<file path="config.mk">
export PLATFORM = sky130hd
export DESIGN_NAME = dmem_rr_arbiter
export DESIGN_NICKNAME = d
export VERILOG_FILES = /design/src/rtl/dmem_rr_arbiter_pkg.sv /design/src/rtl/dmem_rr_arbiter_picker.sv /design/src/rtl/dmem_rr_arbiter.sv
export SDC_FILE = /design/constraint.sdc
export NUM_CORES = 1
export LEC_CHECK = 0
export ABC_AREA = 1
export CAP_MARGIN = 30
export CORE_AREA = 4 4 114 116
export DETAILED_ROUTE_END_ITERATION = 6
export DIE_AREA = 0 0 118 120
export HOLD_SLACK_MARGIN = 0.03
export PLACE_DENSITY = 0.74
export SLEW_MARGIN = 20
export SYNTH_ARGS = -nofsm -noshare
export SYNTH_HDL_FRONTEND = slang
export SYNTH_SLANG_ARGS = --single-unit
</file>
<file path="constraint.sdc">
create_clock -name clk -period 2.3 [get_ports clk]
set_clock_uncertainty 0.15 [all_clocks]
set_input_delay 0.23 -clock clk [delete_from_list [all_inputs] [get_ports clk]]
set_output_delay 0.23 -clock clk [all_outputs]
set_load 0.02 [all_outputs]
</file>
<file path="src/rtl/dmem_rr_arbiter_pkg.sv">
// Shared constants for the multi-core DMEM arbiter: default widths and the
// helper that sizes port-index fields.
package dmem_rr_arbiter_pkg;

  localparam int DEFAULT_NUM_PORTS = 2;
  localparam int DEFAULT_ADDR_W    = 32;
  localparam int DEFAULT_DATA_W    = 32;
  localparam int DEFAULT_CNT_W     = 32;

  // A single-port configuration still needs a 1-bit index field.
  function automatic int port_idx_w(input int num_ports);
    return (num_ports > 1) ? $clog2(num_ports) : 1;
  endfunction

  localparam int PORT_IDX_W = port_idx_w(DEFAULT_NUM_PORTS);

endpackage

</file>
<file path="src/rtl/dmem_rr_arbiter_picker.sv">
// Combinational round-robin picker: first requesting port at or after ptr,
// wrapping modulo NUM_PORTS, returned as one-hot grant plus index.
module dmem_rr_arbiter_picker #(
  parameter int NUM_PORTS = 2,
  parameter int IDX_W     = 1
) (
  input  logic [NUM_PORTS-1:0] req,
  input  logic [IDX_W-1:0]     ptr,
  output logic [NUM_PORTS-1:0] gnt,
  output logic [IDX_W-1:0]     idx,
  output logic                 any
);

  logic [NUM_PORTS-1:0] rot;
  logic [IDX_W-1:0]     first;
  logic [IDX_W:0]       sum;

  // Rotate so ptr lands at bit 0, take the lowest set bit, then rotate back.
  always_comb begin
    rot   = NUM_PORTS'({req, req} >> ptr);
    first = '0;
    any   = 1'b0;
    for (int i = 0; i < NUM_PORTS; i++) begin
      if (!any && rot[i]) begin
        any   = 1'b1;
        first = IDX_W'(i);
      end
    end
    sum = {1'b0, ptr} + {1'b0, first};
    if (sum >= (IDX_W+1)'(NUM_PORTS)) begin
      sum = sum - (IDX_W+1)'(NUM_PORTS);
    end
    idx = sum[IDX_W-1:0];
    gnt = any ? (NUM_PORTS'(1) << idx) : '0;
  end

endmodule

</file>
<file path="src/rtl/dmem_rr_arbiter.sv">
// Round-robin arbiter sharing one single-port, 1-cycle-latency DMEM among
// NUM_PORTS core data ports, with registered read routing and a contention counter.
module dmem_rr_arbiter
  import dmem_rr_arbiter_pkg::*;
#(
  parameter int NUM_PORTS = DEFAULT_NUM_PORTS,
  parameter int ADDR_W    = DEFAULT_ADDR_W,
  parameter int DATA_W    = DEFAULT_DATA_W,
  parameter int CNT_W     = DEFAULT_CNT_W
) (
  input  logic                          clk,
  input  logic                          reset,
  input  logic                          ena,
  input  logic [NUM_PORTS-1:0]          req,
  input  logic [NUM_PORTS-1:0]          we,
  input  logic [NUM_PORTS*ADDR_W-1:0]   addr,
  input  logic [NUM_PORTS*DATA_W-1:0]   wdata,
  output logic [NUM_PORTS-1:0]          gnt,
  output logic [NUM_PORTS-1:0]          rvalid,
  output logic [DATA_W-1:0]             rdata,
  output logic                          dmem_we,
  output logic [ADDR_W-1:0]             dmem_addr,
  output logic [DATA_W-1:0]             dmem_wdata,
  input  logic [DATA_W-1:0]             dmem_rdata,
  output logic [CNT_W-1:0]              contention
);

  localparam int IDX_W = port_idx_w(NUM_PORTS);

  logic [IDX_W-1:0]     rr_ptr;
  logic [IDX_W-1:0]     grant_idx;
  logic [IDX_W-1:0]     resp_port;
  logic                 resp_valid;
  logic                 grant_any;
  logic [NUM_PORTS-1:0] req_eff;
  logic [NUM_PORTS-1:0] gnt_int;
  logic                 multi_req;

  // Reset and a low enable both hide requests, so no grant and no write strobe.
  assign req_eff = (ena && !reset) ? req : '0;

  dmem_rr_arbiter_picker #(
    .NUM_PORTS(NUM_PORTS),
    .IDX_W    (IDX_W)
  ) u_picker (
    .req(req_eff),
    .ptr(rr_ptr),
    .gnt(gnt_int),
    .idx(grant_idx),
    .any(grant_any)
  );

  assign gnt     = gnt_int;
  assign dmem_we = |(gnt_int & we);
  assign rdata   = dmem_rdata;

  // Idle bus parks on port 0 so the DMEM address is never undriven.
  always_comb begin
    dmem_addr  = addr[ADDR_W-1:0];
    dmem_wdata = wdata[DATA_W-1:0];
    for (int p = 0; p < NUM_PORTS; p++) begin
      if (gnt_int[p]) begin
        dmem_addr  = addr[p*ADDR_W +: ADDR_W];
        dmem_wdata = wdata[p*DATA_W +: DATA_W];
      end
    end
  end

  always_ff @(posedge clk) begin
    if (reset) begin
      rr_ptr <= '0;
    end else if (grant_any) begin
      rr_ptr <= (grant_idx == IDX_W'(NUM_PORTS-1)) ? '0 : grant_idx + 1'b1;
    end
  end

  always_ff @(posedge clk) begin
    if (reset) begin
      resp_valid <= 1'b0;
      resp_port  <= '0;
    end else begin
      resp_valid <= grant_any && !dmem_we;
      if (grant_any) begin
        resp_port <= grant_idx;
      end
    end
  end

  // Masking with reset drops a response that is still in flight when reset hits.
  always_comb begin
    rvalid = '0;
    if (resp_valid && !reset) begin
      rvalid[resp_port] = 1'b1;
    end
  end

  assign multi_req = ($countones(req) > 1);

  always_ff @(posedge clk) begin
    if (reset) begin
      contention <= '0;
    end else if (ena && multi_req && (contention != '1)) begin
      contention <= contention + 1'b1;
    end
  end

endmodule

</file>
# Yosys cells after proc, flatten, opt, wreduce, memory -nomap -nowiden
# Index checks and enable logic that the tools add are counted.
word_totals:
  regBits: 35
  in_bits: 167
  out_inout_bits: 133
  elab_cells: 40
op_classes:
  n_addsub: 5
  n_lt_le_gt_ge: 4
  n_eq_ne: 1
  shift: 2
  mux: 12
  bitwise: 1
  reduce_logical: 11
ops:
  columns: ["op", "count"]
  rows:
  - ["32-bit two-way mux", 2]
  - ["32-bit by 1-bit adder with 32-bit output (second input constant)", 1]
  - ["32-bit inequality test (second input constant)", 1]
  - ["1-bit logical AND", 7]
  - ["1-bit two-way mux", 6]
  - ["2-bit two-way mux", 3]
  - ["1-bit by 1-bit adder with 2-bit output", 2]
  - ["4-bit by 1-bit right shift with 2-bit output", 1]
  - ["1-bit zero test", 3]
  - ["2-bit bitwise AND", 1]
  - ["2-bit greater-or-equal comparator (second input constant)", 1]
  - ["2-bit by 1-bit greater-than comparator with 1-bit output (second input constant)", 1]
  - ["1-bit by 2-bit less-than comparator with 1-bit output (second input constant)", 1]
  - ["2-bit OR reduction", 1]
  - ["1-bit by 1-bit left shift with 2-bit output (first input constant)", 1]
  - ["1-bit adder (second input constant)", 1]
  - ["1-bit demux with 1-bit select", 1]
  - ["1-bit greater-or-equal comparator (second input constant)", 1]
  - ["1-bit subtractor (second input constant)", 1]

# Logic depth before layout (Yosys ltp)
depth:
  ltp_word: 17
  mapped_depth: 11
  ltp_nobuf: 10

# By module
# From an unflattened synthesis, not the netlist that was laid out.
unflattened:
  hier_cells: 582
  area_unflattened_um2: 3091.7
by_module_without_submodules:
  columns: ["mod", "n_inst", "cells_each", "area_each_um2", "seq_area_each_um2"]
  rows:
  - ["dmem_rr_arbiter", 1, 573, 3054.2, 700.7]
  - ["dmem_rr_arbiter_picker", 1, 9, 37.5, 0.0]

# Worst setup path after synthesis
# Ideal clock, no wire load.
synth_timing:
  path_type: "reg2reg"
  start: "register contention[1]"
  end: "register contention[31]"
  setup_ns: 0.143
  arrival_time_ns: 1.680
  required_ns: 2.007
  setup_slack_ns: 0.327
  path_stages_with_launch: 12
  n_path_buf: 1
  synth_period_minus_slack_ns: 1.973
  cell_sequence: "dfxtp_1 ha_1 inv_1 nor2_4 nand2_4 nor2_8 nand2_4 nand2_8 inv_4 buf_6 nand2_1 a21oi_2"
synth_between:
  elab_chain_len: 2
  word_cells_on_any_way: 3
  classes_between: "add/sub: 1; eq/ne: 1; reduce/logical: 1"
synth_lines:
  columns: ["element", "line", "rtl"]
  rows:
  - ["from (decl)", "dmem_rr_arbiter.sv:25", "output logic [CNT_W-1:0] contention"]
  - ["from (signal assigned)", "dmem_rr_arbiter.sv:103", "contention <= contention + 1'b1;"]
  - ["branches (longest 2 deep; another with 32-bit by 1-bit adder with 32-bit output)", null, null]
# Several ways; the timed one is not identified.
# A chain may end at the register's enable or synchronous reset.

# Worst setup path in the final report
layout_timing:
  start: "input req[0]"
  end: "output dmem_we"
layout_between:
  elab_chain_len: 13
  word_cells_on_any_way: 15
  classes_between: "add/sub: 2; order compare: 1; shift: 2; mux: 6; bitwise: 1; reduce/logical: 3"
layout_lines:
  columns: ["element", "line", "rtl"]
  rows:
  - ["from (decl)", "dmem_rr_arbiter.sv:14", "input logic [NUM_PORTS-1:0] req,"]
  - ["2-bit two-way mux *", "dmem_rr_arbiter.sv:40", "assign req_eff = (ena && !reset) ? req : '0;"]
  - ["4-bit by 1-bit right shift with 2-bit output *", "dmem_rr_arbiter_picker.sv:20", "rot = NUM_PORTS'({req, req} >> ptr);"]
  - ["1-bit two-way mux", "dmem_rr_arbiter_picker.sv:24", "if (!any && rot[i]) begin"]
  - ["1-bit zero test", "dmem_rr_arbiter_picker.sv:24", null]
  - ["1-bit logical AND", "dmem_rr_arbiter_picker.sv:24", null]
  - ["1-bit two-way mux", "dmem_rr_arbiter_picker.sv:24", null]
  - ["1-bit by 1-bit adder with 2-bit output", "dmem_rr_arbiter_picker.sv:29", "sum = {1'b0, ptr} + {1'b0, first};"]
  - ["2-bit greater-or-equal comparator or 1-bit subtractor (tied branches)", "dmem_rr_arbiter_picker.sv:30, dmem_rr_arbiter_picker.sv:31", null]
  - ["1-bit two-way mux", "dmem_rr_arbiter_picker.sv:30", "if (sum >= (IDX_W+1)'(NUM_PORTS)) begin"]
  - ["1-bit by 1-bit left shift with 2-bit output", "dmem_rr_arbiter_picker.sv:34", "gnt = any ? (NUM_PORTS'(1) << idx) : '0;"]
  - ["2-bit two-way mux *", "dmem_rr_arbiter_picker.sv:34", null]
  - ["2-bit bitwise AND *", "dmem_rr_arbiter.sv:54", "assign dmem_we = |(gnt_int & we);"]
  - ["2-bit OR reduction *", "dmem_rr_arbiter.sv:54", null]
  - ["to (decl)", "dmem_rr_arbiter.sv:21", "output logic dmem_we,"]
# Mark *: on every way between the ends. The rest lies on a longest branch, timed or not.

==> flow_metrics.py <==
metrics = {
    "die": {
        "rows": 40,
        "fp.dieW_microns": 118,
        "dieArea_sq_um": 14160,
        "start_util_pct": 28.22,
        "io_pins": 300,
        "core_area_sq_um": 11910,
        "die_y_microns": 120,
    },
    "placement": {
        "pre_cts_slack_ns": -0.4724,
        "gp_congestion": 0.9160,
        "dp_hpwl_microns": 12120,
        "portBuffers": 235,
    },
    "logic_synthesis": {
        "synthFlopType": "dfxtp_1",
        "synth_nets": 778,
        "synth.avg_cell_area_sq_um": 5.511,
        "ys_types": 31,
        "yosysSeqAreaShare_pct": 20.84,
        "synth-edff-count": 0,
        "yosys_warnings": 0,
        "async_reset_ff_share_pct": 0,
        "ys_ff_latch": 35,
        "synth_area_sq_um": 3362,
        "synthCells": 610,
    },
    "timing": {
        "maxSlewHeadroom_pct": 74.12,
        "hold_viol": 0,
        "fin_crit_sh_pct": 97.70,
        "tightest_slew_ns": 0.3882,
        "drv_slew": 0,
        "fin_ws_ns": 0.05283,
        "max_freq_mhz": 445.0,
        "tns_ns": 0,
        "grt_setup_unrepaired": "yes",
        "finalSetupViolCount": 0,
        "post-route-min-period_ns": 2.247,
    },
    "power_and_ir_drop": {
        "internal_power_uw": 1370,
        "cellPowerDensity_nw_per_um2": 340.6,
        "p_seq_share_pct": 31.5,
        "ir_drop_v": 0.0002351,
        "pwr-share-comb_pct": 35.1,
        "switching_power_uw": 592.5,
        "p_clk_share_pct": 33.5,
        "p_leak_uw": 0.002533,
        "switching_share_pct": 30.19,
    },
    "clock_network": {
        "clock_sink_count": 35,
        "cts_tree": "built",
        "clk_latency_ns": 0.28,
        "clk_path_buf_depth": 2,
        "cts-hold-fix-buffers": 0,
        "htreeDepth": 2,
        "cts_inserted_buffers": 5,
        "clockRootBuffer": "clkbuf_16",
    },
    "worst_setup_path": {
        "crit_type": "input port to primary output",
        "cp-start-kind": "input port",
        "cp_data_arrival_time_ns": 1.87,
        "endpoint_kind": "primary output",
        "worst-r2r-cell-count": 10,
        "cp_data_required_time_ns": 1.92,
        "critPathMaxFanout": 12,
    },
    "cells_and_area": {
        "num-nets-final": 1001,
        "antenna_cells": 0,
        "drive_above_1_share_pct": 17.87,
        "area_growth_pct": 71.38,
    },
    "min_path": {
        "whs_path_depth": 0,
        "hold_path_class": "input port to primary output",
    },
    "global_routing": {
        "grt_pass1_vias": 4135,
        "grt.overflow.total": 0,
        "antenna_found_initial": 0,
        "grt_usage_pct": 19.51,
        "grt_pass1_wl_microns": 22200,
        "grt_start_max_net_pins": 42,
    },
    "detailed_routing": {
        "viasPerCell": 4.457,
        "dr.pass1.iters": 5,
        "first_iter_violations": 311,
        "drc": 0,
        "avgRoutedWirePerCell_microns": 14.97,
        "via_count": 4372,
        "routed_wl_microns": 14690,
        "ant_nets": 0,
    },
    "run_status": {
        "status": "finished, final reports clean",
    },
    "run": {
        "max_cap_violations": 0,
    },
}
-- Yosys cell counts, types with 2 or more instances --
library cell | n | area share [%]
o21ai_0 | 5 | 0.74
a21oi_1 | 5 | 0.74
buf_2 | 9 | 1.3
buf_6 | 4 | 1.3
clkbuf_1 | 8 | 0.89
nand3_1 | 20 | 3.0
buf_4 | 32 | 7.1
xor2_1 | 6 | 1.6
inv_1 | 32 | 3.6
xnor2_1 | 8 | 2.1
a21oi_2 | 20 | 5.2
nor2_1 | 55 | 6.1
nor3_1 | 3 | 0.45
inv_2 | 3 | 0.33
nand2_4 | 2 | 0.67
nand2_2 | 2 | 0.37
nor2_4 | 2 | 0.67
nand2_1 | 337 | 38
dfxtp_1 | 35 | 21
nand4_1 | 5 | 0.93
nor2_2 | 7 | 1.3
-- sequential cells by signal, indices dropped and copies added, names as in the netlist --
name and count:
contention 32, resp_valid 1, resp_port 1, rr_ptr 1
-- layout by cell type (no fill, tap or decap), drive strengths merged --
| cell type | netlist | routed |
|---|---|---|
| nand3 | 20 | 20 |
| clkdlybuf4s50 | 0 | 167 |
| dlygate4sd2 | 0 | 2 |
| nand4 | 5 | 5 |
| a22o | 1 | 1 |
| clkdlybuf4s15 | 0 | 1 |
| xor2 | 6 | 6 |
| nor3b | 1 | 1 |
| ha | 1 | 1 |
| xnor2 | 8 | 8 |
| nor2 | 65 | 65 |
| a211oi | 1 | 1 |
| buf | 45 | 96 |
| inv | 36 | 36 |
| clkinv | 0 | 1 |
| a21oi | 25 | 25 |
| clkbuf | 8 | 9 |
| dfxtp | 35 | 35 |
| nor3 | 3 | 3 |
| nand3b | 1 | 1 |
| o31ai | 1 | 1 |
| dlymetal6s2s | 0 | 1 |
| nand2 | 342 | 342 |
| o21ai | 6 | 6 |
-- per-stage QoR --
step           instances  hold slack [ns]  util (%)  power [uW]  cell area, sq um
5_1_grt              981           0.3100     48.37        2039              5762
3_3_place_gp         968           0.3101     48.90        1381              5824
2_1_floorplan        610           0.2444         -       977.6              3362
3_5_place_dp         968           0.3101     48.90        1380              5824
6_report             981           0.3100     48.37        1963              5762
4_1_cts              980           0.3101     49.65        1991              5914
-- cell families after synthesis --
logic type / synth area share [%]
adder cells (fa/ha/maj): 0.3721
flip-flops: 20.84
AO/OA/AOI/OAI: 7.555
AND/OR/NAND/NOR: 52.77
XOR/XNOR: 3.647
buffers and inverters: 14.81
-- critical path, stage by stage --
cell	delay, ns
clkdlybuf4s50_1	0.47
nand2_2	0.08
nor2_4	0.12
inv_2	0.06
o21ai_4	0.21
inv_4	0.08
buf_12	0.15
a22o_1	0.20
clkdlybuf4s15_2	0.26
-- power groups by stage --
stage	clock network, uW	registers (uW)	logic, uW
2_1_floorplan	0	631	346
3_3_place_gp	0	630	750
3_5_place_dp	0	630	750
4_1_cts	662	617	711
5_1_grt	685	618	735
6_report	657	617	688
-- area by class of cell --
| cell class | count | area [sq um] |
|---|---|---|
| clock buffers | 7 | 132.6 |
| clock inverters | 1 | 5.005 |
| fillers | 1232 | 6150 |
| inverters | 36 | 140.1 |
| multi-input cells | 486 | 2187 |
| flip-flops and latches | 35 | 700.7 |
| well taps | 147 | 183.9 |
| repair buffers | 269 | 2412 |
-- final timing paths --
kind	start	endpoint	slack, ns
worst max-delay path	req[0]	dmem_we	0.05
worst min-delay path	dmem_rdata[12]	rdata[12]	0.31
worst max register to register	contention[1]	contention[10]	0.20
worst min register to register	resp_port	resp_port	0.35
-- metal layers --
layer	GRT usage, %	part of all wire [%]	up-vias
li1	-	-	2278
met1	24.07	42	1909
met2	34.82	50	171
met3	4.807	6.9	14
met4	3.370	1.1	0
met5	0	0	-
-- what timing repair did --
action,in CTS,in global routing
resized for setup,220,53
buffers inserted,3,1
endpoints found under the setup margin,69,67
pin swaps,1,3
cloned,1,0
Note: power is estimated with default switching activity, not from simulation.
